===== config.mk =====
export PLATFORM = sky130hd
export DESIGN_NAME = register_write_back
export DESIGN_NICKNAME = d
export VERILOG_FILES = /design/src/rtl/core_pkg.sv /design/src/rtl/wb_decode.sv /design/src/rtl/register_write_back.sv
export SDC_FILE = /design/constraint.sdc
export NUM_CORES = 1
export LEC_CHECK = 0
export BUFFER_PORTS_ARGS = -buffer_cell sky130_fd_sc_hd__buf_2
export CORE_MARGIN = 1
export CORE_UTILIZATION = 38
export CTS_CLUSTER_DIAMETER = 40
export DETAILED_ROUTE_END_ITERATION = 8
export MAX_ROUTING_LAYER = met4
export PLACE_DENSITY = 0.9
export SYNTH_ARGS = -nofsm -noshare
export SYNTH_HDL_FRONTEND = slang
export SYNTH_SLANG_ARGS = --single-unit

===== constraint.sdc =====
create_clock -name clk -period 0.8 [get_ports clk]
set_input_delay 0.16 -clock clk [delete_from_list [all_inputs] [get_ports clk]]
set_output_delay 0.16 -clock clk [all_outputs]
set_load 0.005 [all_outputs]

===== src/rtl/core_pkg.sv =====
// Shared definitions for the 16-bit pipelined core.
// Datapath widths and the opcodes the write-back stage decodes.
package core_pkg;

    localparam int DATA_W = 16;
    localparam int IDX_W  = 5;
    localparam int CTRL_W = 5;

    localparam logic [CTRL_W-1:0] OP_LOAD  = 5'b01100;
    localparam logic [CTRL_W-1:0] OP_STORE = 5'b01110;

endpackage


===== src/rtl/wb_decode.sv =====
// Write-back opcode decode.
// Full-width compare of the MA opcode against LOAD and STORE.
module wb_decode
    import core_pkg::*;
(
    input  logic [CTRL_W-1:0] control_ma,
    output logic              is_load,
    output logic              is_store
);

    // Exact match on all opcode bits so no alias can hit either class
    always_comb begin
        is_load  = (control_ma == OP_LOAD);
        is_store = (control_ma == OP_STORE);
    end

endmodule


===== src/rtl/register_write_back.sv =====
// Write-back stage: registers the MA result and drives the RF write port.
// Loads write memory data, stores never write, all else writes the ALU result.
module register_write_back #(
    parameter int DATA_W = core_pkg::DATA_W,
    parameter int IDX_W  = core_pkg::IDX_W,
    parameter int CTRL_W = core_pkg::CTRL_W
) (
    input  logic              clk,
    input  logic              rst_n,
    input  logic [IDX_W-1:0]  dest_reg_index_ma,
    input  logic              dest_reg_write_en_ma,
    input  logic [DATA_W-1:0] result_ma,
    input  logic [DATA_W-1:0] data_ma,
    input  logic [CTRL_W-1:0] control_ma,
    output logic [IDX_W-1:0]  write_index_rf,
    output logic [DATA_W-1:0] write_data_rf,
    output logic              write_en_rf
);

    logic              is_load;
    logic              is_store;
    logic [IDX_W-1:0]  index_d;
    logic [IDX_W-1:0]  index_q;
    logic [DATA_W-1:0] data_d;
    logic [DATA_W-1:0] data_q;
    logic              en_d;
    logic              en_q;

    wb_decode u_decode (
        .control_ma (control_ma),
        .is_load    (is_load),
        .is_store   (is_store)
    );

    // Select write data by opcode and gate the enable off for stores
    always_comb begin
        index_d = dest_reg_index_ma;
        data_d  = is_load ? data_ma : result_ma;
        en_d    = dest_reg_write_en_ma & ~is_store;
    end

    // Output register bank; reset discards any in-flight write at once
    always_ff @(posedge clk or negedge rst_n) begin
        if (!rst_n) begin
            index_q <= '0;
            data_q  <= '0;
            en_q    <= 1'b0;
        end else begin
            index_q <= index_d;
            data_q  <= data_d;
            en_q    <= en_d;
        end
    end

    assign write_index_rf = index_q;
    assign write_data_rf  = data_q;
    assign write_en_rf    = en_q;

endmodule


==> metrics.txt <==
Clock transition at path regs=110 ps; Clock Tree Buf Depth=2; Max Clk Rate=1040 MHz; status=finished with violations; Ys Warns=0; MaxCap Viol Count=0; vias in the first global route=692; mean post-synth cell area=19.7 um^2; final hold violations=0; Routed met1 length=548 um; commonest non-fill, non-tap cell in the layout=buf_2; WL met2=1.07 mm; Synth Area in Simple Gates=5.61%; combinational share of power=16.0%; n_diodes=0; Initial Util=41.9%; post-detailed-route count of antenna-violating nets=0; post-route cell area=1360 um^2; Clock power frac=27.0%; Post-route DRC=0; fin util=67.1%; NetSw=0.415 mW; die width=49.2 um; post-synthesis mux area share=25.7%; Row Count=16; Yosys reg bits=22; Synth Area in Compound Gates=0.886%; sequential-to-total area share from yosys stat=65.0%; Power Total=2.08 mW; startpoint type of the worst setup path=flop; clock root buffer=clkbuf_4; Worst path top cell family by delay=flip-flops; antenna violations before repair=0; hold endpoint=write_en_rf$_DFF_PN0_; final WL=1.72 mm; I/O Buffers=66; Switching Fraction=19.9%; fraction of layout cells with a size suffix above 1=75.0%; initial DRC count=3; Die Span Y=49.2 um; CP Class=flop to output pin; largest area contributor in the netlist=dfrtp_1; syn_nets=88; drt wl/cell=11.7 um; GRT Overall Usage=16.2%; Syn Inst Count=43; Final Net Count=166; clk sink count=22; setup TNS=-4710 ps; crit path cell chain=buf_2; Worst Max-Slew Pin Slew=460 ps; Flop pwr share=57.0%; Cells after DPL=137; synthesized area=847 um^2; Leak=0.720 nW; Post-Synth XOR/XNOR Area=0%; Die Area=2420 um^2; Rel. slew slack=69.3%; Hold Slack=72.3 ps; Num CTS Buffers=3; RSZ-0062 raised after global routing=true; area growth from synthesis to layout=60.1%; share of the synthesized area in the top cell type=65.0%; Tmin final=959 ps; Max FO, Critical Path=1; top post-synthesis cells by area=dfrtp_1 (65%), mux2_4 (18%), mux2_2 (8.0%); routed vias/inst=4.36; period utilization=120%; core footprint=2020 um^2; Setup Viol. Count Final=38; worst endpoint required time=640 ps; HP Class=input pin to flop; Max Slew Vio Count=0; area share of fa/ha/maj cells after synthesis=0%; largest net degree at the start of global routing=23; CTS tree=done; critical path arrival=800 ps; met3 wire length=85 um; failing checks=negative setup slack; Cell Pwr Density=1540 nW/um^2; Post-Place Worst Slack=-447 ps; Final WS setup=-159 ps; htree depth=1; max incr delay on CP=390 ps; first-pass GRT wire length=2.84 mm; largest family of logic cells by synthesized area=multiplexers; Peak VDD IR=0.000823 V; gp weighted congestion=0.670; Int Pwr=1.67 mW; cell area after placement=1230 um^2; Critical Path End Type=output pin; vias=641; IO Pins=67; commonest non-fill, non-tap cells in the layout=buf_2 (65), dfrtp_1 (22), mux2_4 (16); Critical-path top delay cell=dfrtp_1; synth unique cells=8; # Post-CTS Setup Buffers=0; gr ovfl total=0; hold_sp=dest_reg_write_en_ma; drt pass-1 iters=2; Layout Cells excl Fill=147; CP Buf/Inv Count=1; DR top layer=met4; worst hold stages=2; DP HPWL=1.33 mm
[state kept, by name (all words and copies together) (netlist names)]
name,flops
write_data_rf,16
write_en_rf,1
write_index_rf,5
[power by group through the flow]
| stage | Clock (mW) | Sequential [mW] | Combinational [mW] |
|---|---|---|---|
| after detailed placement | 0 | 1.21 | 0.300 |
| final | 0.562 | 1.19 | 0.334 |
| after CTS | 0.595 | 1.19 | 0.339 |
| after global placement | 0 | 1.21 | 0.290 |
| after global routing | 0.664 | 1.19 | 0.363 |
| after floorplan | 0 | 1.22 | 0.0843 |
[how the worst max path moves through the flow]
stage                                           start                          end  slack [ps]  cells after the start
after global routing      write_data_rf[13]$_DFF_PN0_            write_data_rf[13]        -220                      1
after detailed placement                control_ma[4]   write_data_rf[0]$_DFF_PN0_        -450                      5
after CTS                 write_data_rf[12]$_DFF_PN0_            write_data_rf[12]        -180                      1
after floorplan                         control_ma[4]  write_data_rf[10]$_DFF_PN0_        -330                      4
final                     write_data_rf[12]$_DFF_PN0_            write_data_rf[12]        -160                      1
after global placement                  control_ma[4]   write_data_rf[4]$_DFF_PN0_        -420                      5
[cells in the mapped netlist (all sizes together)]
| cell | n |
|---|---|
| dfrtp | 22 |
| mux2 | 16 |
| buf | 1 |
| inv | 1 |
| nand4bb | 1 |
| nor2 | 1 |
| o21a | 1 |
[kinds of logic after synthesis]
kind of cell / after synthesis
DFF: 22
and+or+nand+nor: 2
buffers and inverters: 2
AOI/OAI and AO/OA: 1
muxes: 16
[routing by layer]
metal,vias up,global-route usage (%)
li1,299,-
met1,309,14.2
met2,31,32.2
met3,2,2.49
met4,0,8.33
met5,-,-
[repair_timing]
action                                  in CTS  in global routing
resized for setup                            7                  0
hold endpoints to repair                    27                  0
endpoints found under the setup margin      38                 38
hold buffers                                 6                  0
pin swaps                                    2                  1
[layout make-up]
class                   count  area, um^2
fillers                   141         666
flip-flops and latches     22         551
repair buffers             74         437
multi-input cells          19         295
clock buffers               4        36.3
well taps                  27        33.8
inverters                   1        3.75
Note: power is estimated with default switching activity, not from simulation.
